### config.mk
export PLATFORM = sky130hd
export DESIGN_NAME = ram_fetch_unit
export DESIGN_NICKNAME = d
export VERILOG_FILES = /design/src/rtl/ram_fetch_unit.sv
export SDC_FILE = /design/constraint.sdc
export NUM_CORES = 1
export LEC_CHECK = 0
export CAP_MARGIN = 20
export CORE_MARGIN = 2
export CORE_UTILIZATION = 48
export DETAILED_ROUTE_END_ITERATION = 7
export HOLD_SLACK_MARGIN = 0.15
export PLACE_DENSITY_LB_ADDON = 0.12
export SYNTH_ARGS = -nofsm -noshare
export SYNTH_HDL_FRONTEND = slang
export SYNTH_SLANG_ARGS = --single-unit
### constraint.sdc
create_clock -name CLK -period 1.9 [get_ports CLK]
set_clock_uncertainty 0.1 [all_clocks]
set_input_delay 0.475 -clock CLK [delete_from_list [all_inputs] [get_ports CLK]]
set_output_delay 0.475 -clock CLK [all_outputs]
set_load 0.005 [all_outputs]
### src/rtl/ram_fetch_unit.sv
// Sequential byte-fetch engine: reads the word RAM in order, buffers bytes with their addresses, and
// streams them over valid/ready. Define FETCH_WRAP_EN to wrap at the top of memory instead of halting.
module ram_fetch_unit #(
    parameter int ADDR_W = 10,
    parameter int DATA_W = 8,
    parameter int DEPTH  = 4
) (
    input  logic                       CLK,
    input  logic                       RST,
    input  logic                       EN,
    input  logic                       JMP,
    input  logic [ADDR_W-1:0]          JMP_ADDR,
    output logic [ADDR_W-1:0]          RA,
    output logic                       RE,
    input  logic [DATA_W-1:0]          Q_IN,
    output logic [DATA_W-1:0]          OUT_DATA,
    output logic [ADDR_W-1:0]          OUT_ADDR,
    output logic                       OUT_VALID,
    input  logic                       OUT_READY,
    output logic [$clog2(DEPTH):0]     LEVEL,
    output logic                       HALT
);

    // state | meaning
    // IDLE  | EN low, no reads issued, FIFO still drains
    // FETCH | EN high, issuing one read per cycle while there is room
    // STOP  | halted after reading the top address, left only by JMP
    localparam logic [1:0] ST_IDLE  = 2'd0;
    localparam logic [1:0] ST_FETCH = 2'd1;
    localparam logic [1:0] ST_STOP  = 2'd2;

    localparam int PTR_W = $clog2(DEPTH);
    localparam int LVL_W = PTR_W + 1;

    logic [1:0]        state, state_nxt;
    logic [ADDR_W-1:0] pc;
    logic [PTR_W-1:0]  wr_ptr, rd_ptr;
    logic [LVL_W-1:0]  level;
    logic [DATA_W-1:0] fifo_data [DEPTH];
    logic [ADDR_W-1:0] fifo_addr [DEPTH];
    logic              run, pop, issue, top_stop;

    // Fetch permission is combinational on EN so the first read goes out in the cycle EN rises;
    // RST gates it so the read port goes quiet the moment reset is applied.
    assign run       = EN & (state != ST_STOP) & ~RST;
    assign OUT_VALID = (level != '0) & ~JMP;
    assign pop       = OUT_VALID & OUT_READY;
    assign issue     = run & ~JMP & ((level < LVL_W'(DEPTH)) | pop);

    assign RA       = pc;
    assign RE       = issue;
    assign LEVEL    = level;
    assign OUT_DATA = fifo_data[rd_ptr];
    assign OUT_ADDR = fifo_addr[rd_ptr];

`ifdef FETCH_WRAP_EN
    assign top_stop = 1'b0;
    assign HALT     = 1'b0;
`else
    assign top_stop = issue & (&pc);
    assign HALT     = (state == ST_STOP);
`endif

    always_comb begin
        state_nxt = state;
        if (JMP)
            state_nxt = EN ? ST_FETCH : ST_IDLE;
        else if (top_stop)
            state_nxt = ST_STOP;
        else if (state != ST_STOP)
            state_nxt = EN ? ST_FETCH : ST_IDLE;
    end

    always_ff @(posedge CLK or posedge RST) begin
        if (RST) begin
            state  <= ST_IDLE;
            pc     <= '0;
            wr_ptr <= '0;
            rd_ptr <= '0;
            level  <= '0;
        end else begin
            state <= state_nxt;
            if (JMP) begin
                pc     <= JMP_ADDR;
                wr_ptr <= '0;
                rd_ptr <= '0;
                level  <= '0;
            end else begin
                if (issue) begin
                    pc     <= pc + ADDR_W'(1);
                    wr_ptr <= wr_ptr + PTR_W'(1);
                end
                if (pop)
                    rd_ptr <= rd_ptr + PTR_W'(1);
                case ({issue, pop})
                    2'b10:   level <= level + LVL_W'(1);
                    2'b01:   level <= level - LVL_W'(1);
                    default: level <= level;
                endcase
            end
        end
    end

    // Payload storage needs no reset; entries are only observed once LEVEL covers them.
    always_ff @(posedge CLK) begin
        if (issue) begin
            fifo_data[wr_ptr] <= Q_IN;
            fifo_addr[wr_ptr] <= pc;
        end
    end

endmodule

==> results of run 1 <==
[cell usage after synthesis, types with 2 or more instances]
cell type and instances:
a21oi_1 2, a31oi_1 4, a41oi_1 2, and2_1 4, buf_2 3, clkbuf_1 4, dfrtp_1 19, edfxtp_1 72
ha_1 5, inv_1 6, mux2i_1 3, mux4_2 18, nand2_1 14, nand2b_1 3, nand3_1 5, nand4_1 2
nor2_1 13, nor2b_1 2, nor3_1 2, nor4_1 2, o211ai_1 3, o21ai_0 6, o31a_1 2, o31ai_1 3
or4_1 6, xnor2_1 2, xor2_1 3
[worst min path at each step]
stage,from,to
floorplan,RST,LEVEL[0]
global placement,wr_ptr[1],wr_ptr[1]
detailed placement,wr_ptr[1],wr_ptr[1]
CTS,RST,state[1]
global route,RST,state[1]
finish,RST,RA[1]
[per-layer routing]
metal  global-route usage  vias to the layer above  part of all wire
met5                    0                        -                 0
met4               0.0821                        0             0.020
met3               0.0358                       14             0.048
met2                0.332                       65              0.50
met1                0.260                     1237              0.43
li1                     -                     1155                 -
[where the power goes]
part           leakage (nW)  switching (mW)  internal [mW]  total (mW)
clock                 0.108           0.697          0.748        1.45
combinational          1.08           0.535          0.878        1.41
sequential            0.882          0.0588           2.24        2.30
[layout make-up]
class,count,area share
Clock buffer,9,0.0229
Clock inverter,7,0.0180
Inverter,6,0.00416
Multi-Input combinational cell,118,0.218
Sequential cell,91,0.489
Tap cell,102,0.0236
Timing Repair Buffer,134,0.224
[per-stage QoR]
step | instance area [µm²] | power [mW]
3_3_place_gp | 4840 | 3.41
3_5_place_dp | 4840 | 3.42
5_1_grt | 5410 | 5.37
4_1_cts | 5290 | 5.12
2_1_floorplan | 3810 | 2.83
6_report | 5410 | 5.16
[repair_timing]
| action | in CTS | in global routing |
|---|---|---|
| cloned | 1 | 0 |
| pin swaps | 1 | 10 |
| gates resized for setup | 123 | 22 |
| setup endpoints to repair | 39 | 30 |
| buffers inserted | 27 | 10 |
[worst max-delay path, stage by stage, from the launching register on]
cell	delay (ns)
dfrtp_2	0.45
clkbuf_16	0.17
buf_8	0.10
mux4_2	0.47
buf_2	0.14
[state kept, by name (all words and copies together), names as in the netlist]
name	cells
state	2
RA	10
wr_ptr	2
fifo_data	32
rd_ptr	2
fifo_addr	40
LEVEL	3
[cells by family after synthesis]
kind of cell               synth area share
and+or+nand+nor                      0.0959
AOI/OAI and AO/OA                    0.0402
buffers and inverters                0.0181
adders and majority gates            0.0218
muxes                                 0.118
DFF                                   0.695
xor gates and xnor gates             0.0115
==> results.json, run 1 <==
{
  "yosys_warnings": 0,
  "rsz0062_at_grt": "yes",
  "crit_type": "flop to primary output",
  "tns_ns": -6.50,
  "async_flop_share": 0.209,
  "wl_mm": 8.21,
  "grt_pass1_vias": 2496,
  "status": "complete, but fails checks",
  "power_leakage_nw": 2.07,
  "multi_input_area_mm2": 0.00118,
  "startpoint": "rd_ptr[0]",
  "crit_arrival_ns": 1.69,
  "maxCapViolCount": 0,
  "ant_nets": 0,
  "drive_gt1_frac": 0.455,
  "layout_commonest_cell": "edfxtp_1",
  "slew_viol_final": 0,
  "synth.largest_area_cell": "edfxtp_1",
  "first_iter_violations": 181,
  "cts_made_buffers": 9,
  "synth_edf_count": 72,
  "ys_types": 41,
  "die-area_mm2": 0.00864,
  "p_per_area_mw_per_mm2": 954,
  "diodes": 0,
  "start_kind": "flop",
  "port_buffers": 56,
  "finalSetupViolations": 22,
  "routedWlPerCell_um": 17.6,
  "grt_overflow": 0,
  "ys_seq_elements": 91,
  "final_nets": 389,
  "drt_first_pass_iters": 4,
  "hpwlAfterDp_mm": 5.13,
  "whs_ns": 0.194,
  "placedCellCount": 415,
  "cp-end-kind": "primary output",
  "cts_max_level": 3,
  "worst_slew_pin_slew_ns": 0.390,
  "hold_viol_final": 0,
  "reg2reg_depth": 6,
  "synthTopCellsByArea": "edfxtp_1 57%, dfrtp_1 13%, mux4_2 11%",
  "vias": 2471,
  "stdcell_count": 467,
  "cts_hold_buf": 0,
  "grt_usage": 0.199,
  "grt_pass1_wl_mm": 12.6,
  "vias_per_cell": 5.29,
  "irDropWorstVdd_uv": 479,
  "r2r_setup_slack_ns": -0.15,
  "start_util": 0.494,
  "area_growth_pct": 42.5,
  "mappedNetlistNets": 253,
  "final_cell_mix": "72 x edfxtp_1, 51 x buf_4, 26 x clkdlybuf4s50_1",
  "synthCells": 224,
  "grt_max_degree": 20,
  "regArea_mm2": 0.00265,
  "cp_max_fo": 4,
  "cts_tree": "yes",
  "ctsRootBufferMaster": "clkbuf_8",
  "gp_congestion": 0.829,
  "r2r_start": "LEVEL[2]",
  "syn_area_per_cell_um2": 16.9,
  "yosysSeqAreaShare": 0.695,
  "die-height_um": 92.9,
  "coreArea_mm2": 0.00769,
  "synth.cell_area_mm2": 0.00380,
  "synth-main-ff-cell": "edfxtp_1",
  "r2r_end": "LEVEL[2]",
  "crit_end": "OUT_ADDR[2]",
  "pre_cts_slack_ns": -0.631,
  "layout_setup_ws_ns": -0.362,
  "clk_pin_slew_ns": 0.09,
  "slew_headroom": 0.740,
  "clk_path_buf_depth": 2,
  "synth_top_area_frac": 0.570,
  "num_rows": 32,
  "clk_latency_ns": 0.36,
  "max_freq_mhz": 442,
  "drc": 0,
  "finalCriticalPeriod_ns": 2.26,
  "antenna_found_initial": 0,
  "fin_util": 0.704,
  "io_pins": 57,
  "required_ns": 1.32,
  "clkSinkCount": 91,
  "violations": "setup timing",
  "hp-class": "input pin to asynchronous set/reset pin",
  "min_period_over_period": 1.19,
  "die_w_um": 92.9,
  "fill_cells": 519
}
(Power assumes the default switching activity.)
==> inputs of run 2 (changes only) <==
Settings changed: CORE_UTILIZATION 48 to 40.
==> run 2 against run 1 <==
  * The run still ends with setup timing left
  * Flip-flop and latch count is the same
  * Setup slack improved by 0.059 ns
  * Combinational power down 16%
  * Non-clock buffer count fell by 20
  * Register-to-register slack worse by 0.05 ns
  * Critical endpoint is now OUT_ADDR[8]
  * Highest routed layer unchanged
==> results.json, run 2 (synthesis results as in run 1) <==
{
  "maxCapViolCount": 0,
  "met3_usage": 0.0352,
  "finalSetupViolations": 20,
  "design_area_mm2": 0.00517,
  "port_buffers": 56,
  "diodes": 0,
  "critPathTopFamily": "multiplexers",
  "layout_setup_ws_ns": -0.303,
  "crit_arrival_ns": 1.63,
  "hp-class": "input pin to asynchronous set/reset pin",
  "clk_path_buf_depth": 2,
  "first_iter_violations": 95,
  "vias_per_cell": 5.00,
  "irDropWorstVdd_uv": 373,
  "worst-path-buf-inv": 3,
  "ant_nets": 0,
  "die-area_mm2": 0.0103,
  "die-height_um": 101,
  "grt_pass1_vias": 2438,
  "clkSinkCount": 91,
  "final_cell_mix": "72 x edfxtp_1, 45 x buf_4, 23 x clkdlybuf4s50_1",
  "drt_first_pass_iters": 6,
  "start_util": 0.411,
  "hpwlAfterDp_mm": 5.37,
  "routedWlPerCell_um": 17.3,
  "vias": 2368,
  "ctsRootBufferMaster": "clkbuf_8",
  "cpMostUsedCell": "buf_6",
  "cp-end-kind": "primary output",
  "p_total_mw": 4.80,
  "worstPathCellList": "buf_6 -> buf_6 -> mux4_2 -> buf_2",
  "grt_use_met1": 0.224,
  "cts_tree": "yes",
  "worst_slew_pin_slew_ns": 0.413,
  "cts_hold_buf": 0,
  "required_ns": 1.32,
  "cts_made_buffers": 9,
  "placed_area_mm2": 0.00484,
  "cts_max_level": 3,
  "antenna_found_initial": 0,
  "gp_congestion": 0.807,
  "final_nets": 369,
  "grt_usage": 0.170,
  "grt_use_met2": 0.285,
  "grt_max_degree": 20,
  "rsz0062_at_grt": "yes",
  "slew_viol_final": 0,
  "io_pins": 57,
  "power_leakage_nw": 1.94,
  "coreArea_mm2": 0.00924,
  "stdcell_count": 474,
  "drive_gt1_frac": 0.420,
  "area_growth_pct": 36.2,
  "grt_pass1_wl_mm": 12.8,
  "status": "complete, but fails checks",
  "placedCellCount": 442,
  "cpMaxStageDelayCell": "mux4_2",
  "max_stage_delay_ns": 0.49,
  "grt_overflow": 0,
  "wl_mm": 8.18,
  "start_kind": "flop",
  "layout_commonest_cell": "edfxtp_1",
  "p_per_area_mw_per_mm2": 927,
  "clk_latency_ns": 0.35,
  "hold_viol_final": 0,
  "die_w_um": 101,
  "finalCriticalPeriod_ns": 2.20,
  "whs_ns": 0.197,
  "num_rows": 35,
  "largest_register_ffs": 40,
  "busiest_layer": "met2",
  "slew_headroom": 0.722,
  "regMostFlops": "fifo_addr",
  "drc": 0,
  "violations": "setup timing",
  "min_period_over_period": 1.16,
  "cp_max_fo": 3,
  "clk_pin_slew_ns": 0.09,
  "max_freq_mhz": 454,
  "crit_type": "flop to primary output"
}
## run 2: cell types whose count changed in the layout (fill, tap and decap cells not counted), moves of 2 or more
cell             before  now
buf_6                16    8
buf_8                 4    0
dfrtp_2               6    8
clkdlybuf4s50_1      26   23
buf_4                51   45
dlymetal6s2s_1        1    3
dfrtp_1              13   11
dlygate4sd2_1         7    9
## run 2: worst reg2reg max path: stages, from the launching register on
cell and delay (ns):
dfrtp_2 0.45, nor3_4 0.24, buf_4 0.15, nor3_2 0.04
fa_2 0.35, or4_4 0.52, a41oi_2 0.17
## run 2: power by group
| part | total (mW) | switching, mW | internal (mW) |
|---|---|---|---|
| clock network | 1.31 | 0.691 | 0.620 |
| logic | 1.18 | 0.484 | 0.693 |
| registers | 2.31 | 0.0638 | 2.24 |
| total | 4.80 | 1.24 | 3.56 |
## run 2: worst paths after layout
path                       startpoint         endpoint  slack (ns)  cells after the start
setup / recovery            rd_ptr[0]      OUT_ADDR[8]       -0.30                      4
hold / removal                    RST            RA[0]        0.20                      3
setup reg to reg             LEVEL[2]         LEVEL[2]       -0.20                      6
hold reg to reg                 RA[0]  fifo_addr[1][0]        0.42                      0
max in group asynchronous         RST            RA[4]        1.26                      3
min in group CLK                RA[0]  fifo_addr[1][0]        0.42                      0
## run 2: layout make-up
type                       instances  area [µm²]
tap                              129         161
sequential                        91        2650
timing repair buffer             114         980
clock buffer                      10         128
multi-input combinational        118        1160
clock inverter                     6        71.3
inverter                           6        22.5
fill                             776        4070
## run 2: what timing repair did
item	CTS	global route
cloned	1	0
setup endpoints to repair	65	27
setup buffers	17	2
resized for setup	113	14
pin swaps	1	2
## run 2: routing by layer
metal | vias up | share of wire
met2 | 59 | 0.50
li1 | 1111 | -
met3 | 10 | 0.040
met5 | - | 0
met1 | 1188 | 0.44
met4 | 0 | 0.013
## run 2: through the flow
stage | utilization | TNS, ns | worst slack [ns]
floorplan | - | -0.160 | -0.160
global placement | 0.524 | -33.53 | -0.618
detailed placement | 0.524 | -36.02 | -0.630
CTS | 0.558 | -5.63 | -0.354
global route | 0.560 | -6.19 | -0.362
finish | 0.560 | -4.91 | -0.303
==> inputs of run 3 (changes only) <==
Settings changed: CTS_CLUSTER_SIZE from default to 10.
==> results of run 3 <==
No change in the layout: final DEF, timing and power equal those of run 2.
